--- src/rtl/dbus_write_buffer.sv ---
// Posted-write buffer: DEPTH-entry FIFO of {addr, data} between the CPU store bus and a req/ack memory port.
// Optional macro DBUS_WB_COALESCE_EN merges a store into the tail-most entry when the address matches.
module dbus_write_buffer #(
    parameter int DEPTH = 4
) (
    input  logic                     clk,
    input  logic                     rst_n,
    input  logic [31:0]              data_addr,
    input  logic [31:0]              data_out,
    input  logic                     data_write,
    output logic                     stall,
    output logic                     mem_req,
    output logic [31:0]              mem_addr,
    output logic [31:0]              mem_wdata,
    input  logic                     mem_ack,
    output logic [$clog2(DEPTH):0]   count,
    output logic                     overflow
);
    localparam int PW = $clog2(DEPTH);
    localparam int CW = PW + 1;
    localparam logic [CW-1:0] FULL = CW'(DEPTH);

    logic [31:0]   addr_mem [DEPTH];
    logic [31:0]   data_mem [DEPTH];
    logic [PW-1:0] head;
    logic [PW-1:0] tail;
    logic [CW-1:0] count_q;
    logic [CW-1:0] count_nxt;
    logic          overflow_q;
    logic          push;
    logic          pop;
    logic          coalesce;

`ifdef DBUS_WB_COALESCE_EN
    logic [PW-1:0] last;
    assign last = tail - PW'(1);
    // With only one entry the tail-most entry is the head being presented, so it must not change.
    assign coalesce = data_write && (count_q >= CW'(2)) && (addr_mem[last] == data_addr);
`else
    assign coalesce = 1'b0;
`endif

    assign stall     = (count_q == FULL);
    assign mem_req   = (count_q != '0);
    assign mem_addr  = addr_mem[head];
    assign mem_wdata = data_mem[head];
    assign count     = count_q;
    assign overflow  = overflow_q;

    assign push = data_write && !stall && !coalesce;
    assign pop  = mem_req && mem_ack;

    always_comb begin
        count_nxt = count_q;
        unique case ({push, pop})
            2'b10:   count_nxt = count_q + CW'(1);
            2'b01:   count_nxt = count_q - CW'(1);
            default: count_nxt = count_q;
        endcase
    end

    always_ff @(posedge clk or negedge rst_n) begin
        if (!rst_n) begin
            head       <= '0;
            tail       <= '0;
            count_q    <= '0;
            overflow_q <= 1'b0;
        end else begin
            count_q <= count_nxt;
            if (push) tail <= tail + PW'(1);
            if (pop)  head <= head + PW'(1);
            if (data_write && stall && !coalesce) overflow_q <= 1'b1;
        end
    end

    // Entry storage is intentionally not reset; contents are ignored while mem_req is low.
    always_ff @(posedge clk) begin
        if (push) begin
            addr_mem[tail] <= data_addr;
            data_mem[tail] <= data_out;
        end
`ifdef DBUS_WB_COALESCE_EN
        else if (coalesce) begin
            data_mem[last] <= data_out;
        end
`endif
    end

endmodule

--- config.mk ---
export PLATFORM = sky130hd
export DESIGN_NAME = dbus_write_buffer
export DESIGN_NICKNAME = d
export VERILOG_FILES = /design/src/rtl/dbus_write_buffer.sv
export SDC_FILE = /design/constraint.sdc
export NUM_CORES = 1
export LEC_CHECK = 0
export ABC_AREA = 1
export BUFFER_PORTS_ARGS = -buffer_cell sky130_fd_sc_hd__buf_4
export CELL_PAD_IN_SITES_DETAIL_PLACEMENT = 1
export CELL_PAD_IN_SITES_GLOBAL_PLACEMENT = 1
export CORE_MARGIN = 5
export CORE_UTILIZATION = 42
export DETAILED_ROUTE_END_ITERATION = 8
export MAX_ROUTING_LAYER = met4
export PLACE_DENSITY_LB_ADDON = 0.08
export RECOVER_POWER = 50
export SLEW_MARGIN = 40
export SYNTH_ARGS = -nofsm -noshare
export SYNTH_HDL_FRONTEND = slang
export SYNTH_SLANG_ARGS = --single-unit
--- constraint.sdc ---
create_clock -name clk -period 3.7 [get_ports clk]
set_clock_uncertainty 0.05 [all_clocks]
set_input_delay 0.555 -clock clk [delete_from_list [all_inputs] [get_ports clk]]
set_output_delay 0.555 -clock clk [all_outputs]
set_load 0.1 [all_outputs]
==> run summary <==
fin cells: 1311
Rel. slew slack: 0.118
post-route ant nets: 0
status: complete, no violations
FF-to-FF path depth: 5
Final min period: 3.06 ns
CP Capture Type: output pin
Initial Utilization: 0.425
Die H: 169 microns
Hold Crit Class: input port to register
post-route setup TNS: 0 ns
Vias: 6488
pre-CTS setup slack: 1.18 ns
Routability Congestion: 0.698
area growth from synthesis to final layout: 18.8%
hold depth: 3
Mean Syn Cell Area: 13.1 sq um
Core Footprint: 25000 sq um
synthesized flop and latch total: 264
commonest non-fill, non-tap cells in the layout: 256 x edfxtp_1, 211 x nand2_1, 145 x inv_1
setup ws final: 0.635 ns
MaxCap Viol Count: 0
Compound-Gate Fraction of Synth Area: 0.0908
Port-buffer cells: 137
Reg2Reg Launch Point: count[1]
Simple-Gate Fraction of Synth Area: 0.0797
first-pass GRT wire length: 37700 microns
top cell type's share of synthesized area: 0.723
worst-skew pair later-pin latency: 0.53 ns
xor/xnor share of the synthesized area: 0.000823
cts repair resizes: 0
CTS tree: built
Total GRT Usage: 0.170
adder-cell share of the synthesized area: 0.00776
Top Ports: 138
crit path DAT: 2.46 ns
synth unique cells: 17
Detailed Routing Iterations Pass 1: 4
largest net degree at the start of global routing: 90
NumNets Final: 1030
# setup viols final: 0
Worst Path Required: 3.09 ns
Cell Count Post-Placement: 1253
postcts setup bufs: 0
area leader, netlist: edfxtp_1
Detailed Place HPWL: 14700 microns
drt total wl: 23800 microns
initial DRC count: 263
Reg-to-Reg End: addr_mem[2][22]
Yosys warning count: 0
final-report max-slew violation count: 0
worst-margin pin slew: 1.32 ns
Worst-path clk slew: 0.06 ns
sequential fraction of the synthesis area: 0.741
syn nets: 885
R2R setup slack: 1.06 ns
beginning of the worst hold path: data_write
Fill cells: 2629
Root Buffer: clkbuf_16
DR vias/cell: 4.95
largest family of logic cells by synthesized area: compound AO/OA/AOI/OAI gates
Post-Synthesis Cells: 811
# clock sinks: 264
Min-Delay Endpoint: overflow
top post-synthesis cells by area: edfxtp_1 72%, o211ai_1 9.0%, nand2_1 7.4%, inv_1 5.1%, dfrtp_1 1.9%
WL/cell: 18.1 microns
gr ovfl total: 0
Hold WS: 0.222 ns
final hold violation count: 0
Max Root-Sink Buffers: 3
layout cell share with drive strength beyond 1: 0.128
post-synthesis mux area share: 0
RSZ-0062 raised after global routing: false
Die ar.: 28600 sq um
crit-path max FO: 89
vias in the first global route: 7137
commonest non-fill, non-tap cell in the layout: edfxtp_1
DR DRC count: 0
Mapped Area: 10600 sq um
initial antenna violation count: 1
crit path launch type: register
crit path kind: register to output pin
Tcrit/Tclk final: 0.828
Rows: 58
Die X: 169 microns
CTS Buf Count: 30
FMAX: 0.326 GHz
CTS H-tree lvls: 1
==> layer usage <==
layer | GRT usage | routed length, microns | part of all wire | vias up
met5 | - | 0 | 0 | -
met4 | 0.0382 | 380 | 0.016 | 0
met3 | 0.0287 | 926 | 0.039 | 35
met2 | 0.307 | 12500 | 0.53 | 111
met1 | 0.201 | 9980 | 0.42 | 3230
li1 | - | - | - | 3112
==> Yosys cell counts (all sizes together) <==
| library cell | n |
|---|---|
| nand2 | 211 |
| nand3 | 7 |
| clkbuf | 4 |
| o211ai | 128 |
| edfxtp | 256 |
| ha | 5 |
| inv | 146 |
| fa | 1 |
| nand4 | 1 |
| buf | 38 |
| xnor2 | 1 |
| o21ai | 1 |
| dfrtp | 8 |
| nor2 | 4 |
==> metrics by stage <==
step	area (sq um)	util
2_1_floorplan	10600	-
3_3_place_gp	12000	0.478
3_5_place_dp	12000	0.478
4_1_cts	12900	0.515
5_1_grt	12600	0.505
6_report	12600	0.505
==> sequential cells by signal, summed over array words and instances, names as in the netlist <==
register / cells
tail: 2
count: 3
data_mem: 128
overflow: 1
addr_mem: 128
head: 2
==> worst max path at each step <==
stage	startpoint	end	slack [ns]
global placement	head[0]	mem_addr[23]	1.24
detailed placement	head[0]	mem_wdata[10]	1.18
CTS	head[0]	mem_wdata[10]	0.58
floorplan	count[0]	addr_mem[0][0]	-1.03
finish	head[0]	mem_wdata[10]	0.64
global route	head[0]	mem_addr[25]	0.41
==> timing repair <==
action	in CTS	in global routing
endpoints found under the setup margin	0	0
endpoints found under the hold margin	8	0
hold buffers	1	0
==> cell type report <==
type                    count  area, sq um  share of cell area
multi-input cells         359         1930               0.153
diodes                      1         2.50            0.000198
flip-flops and latches    264         7890               0.624
repair buffers            155          916              0.0725
well taps                 330          413              0.0327
clock buffers              45          828              0.0656
inverters                 146          553              0.0438
clock inverters            11          105             0.00832
==> logic make-up after synthesis <==
group | after synthesis
compound gates | 129
xor+xnor | 1
fa+ha+maj | 6
buf+inv | 188
flops | 264
simple gates | 223
==> critical path, cell delays in order, from the launching register on <==
cell and delay (ns):
dfrtp_1 0.43, inv_6 0.47, buf_4 0.41, o211ai_1 0.13, nand2_1 0.14, buf_4 0.30
Power is left out: the tool's default activity adds up to more than one toggle a clock period on the data nets, which glitch-free logic cannot reach.
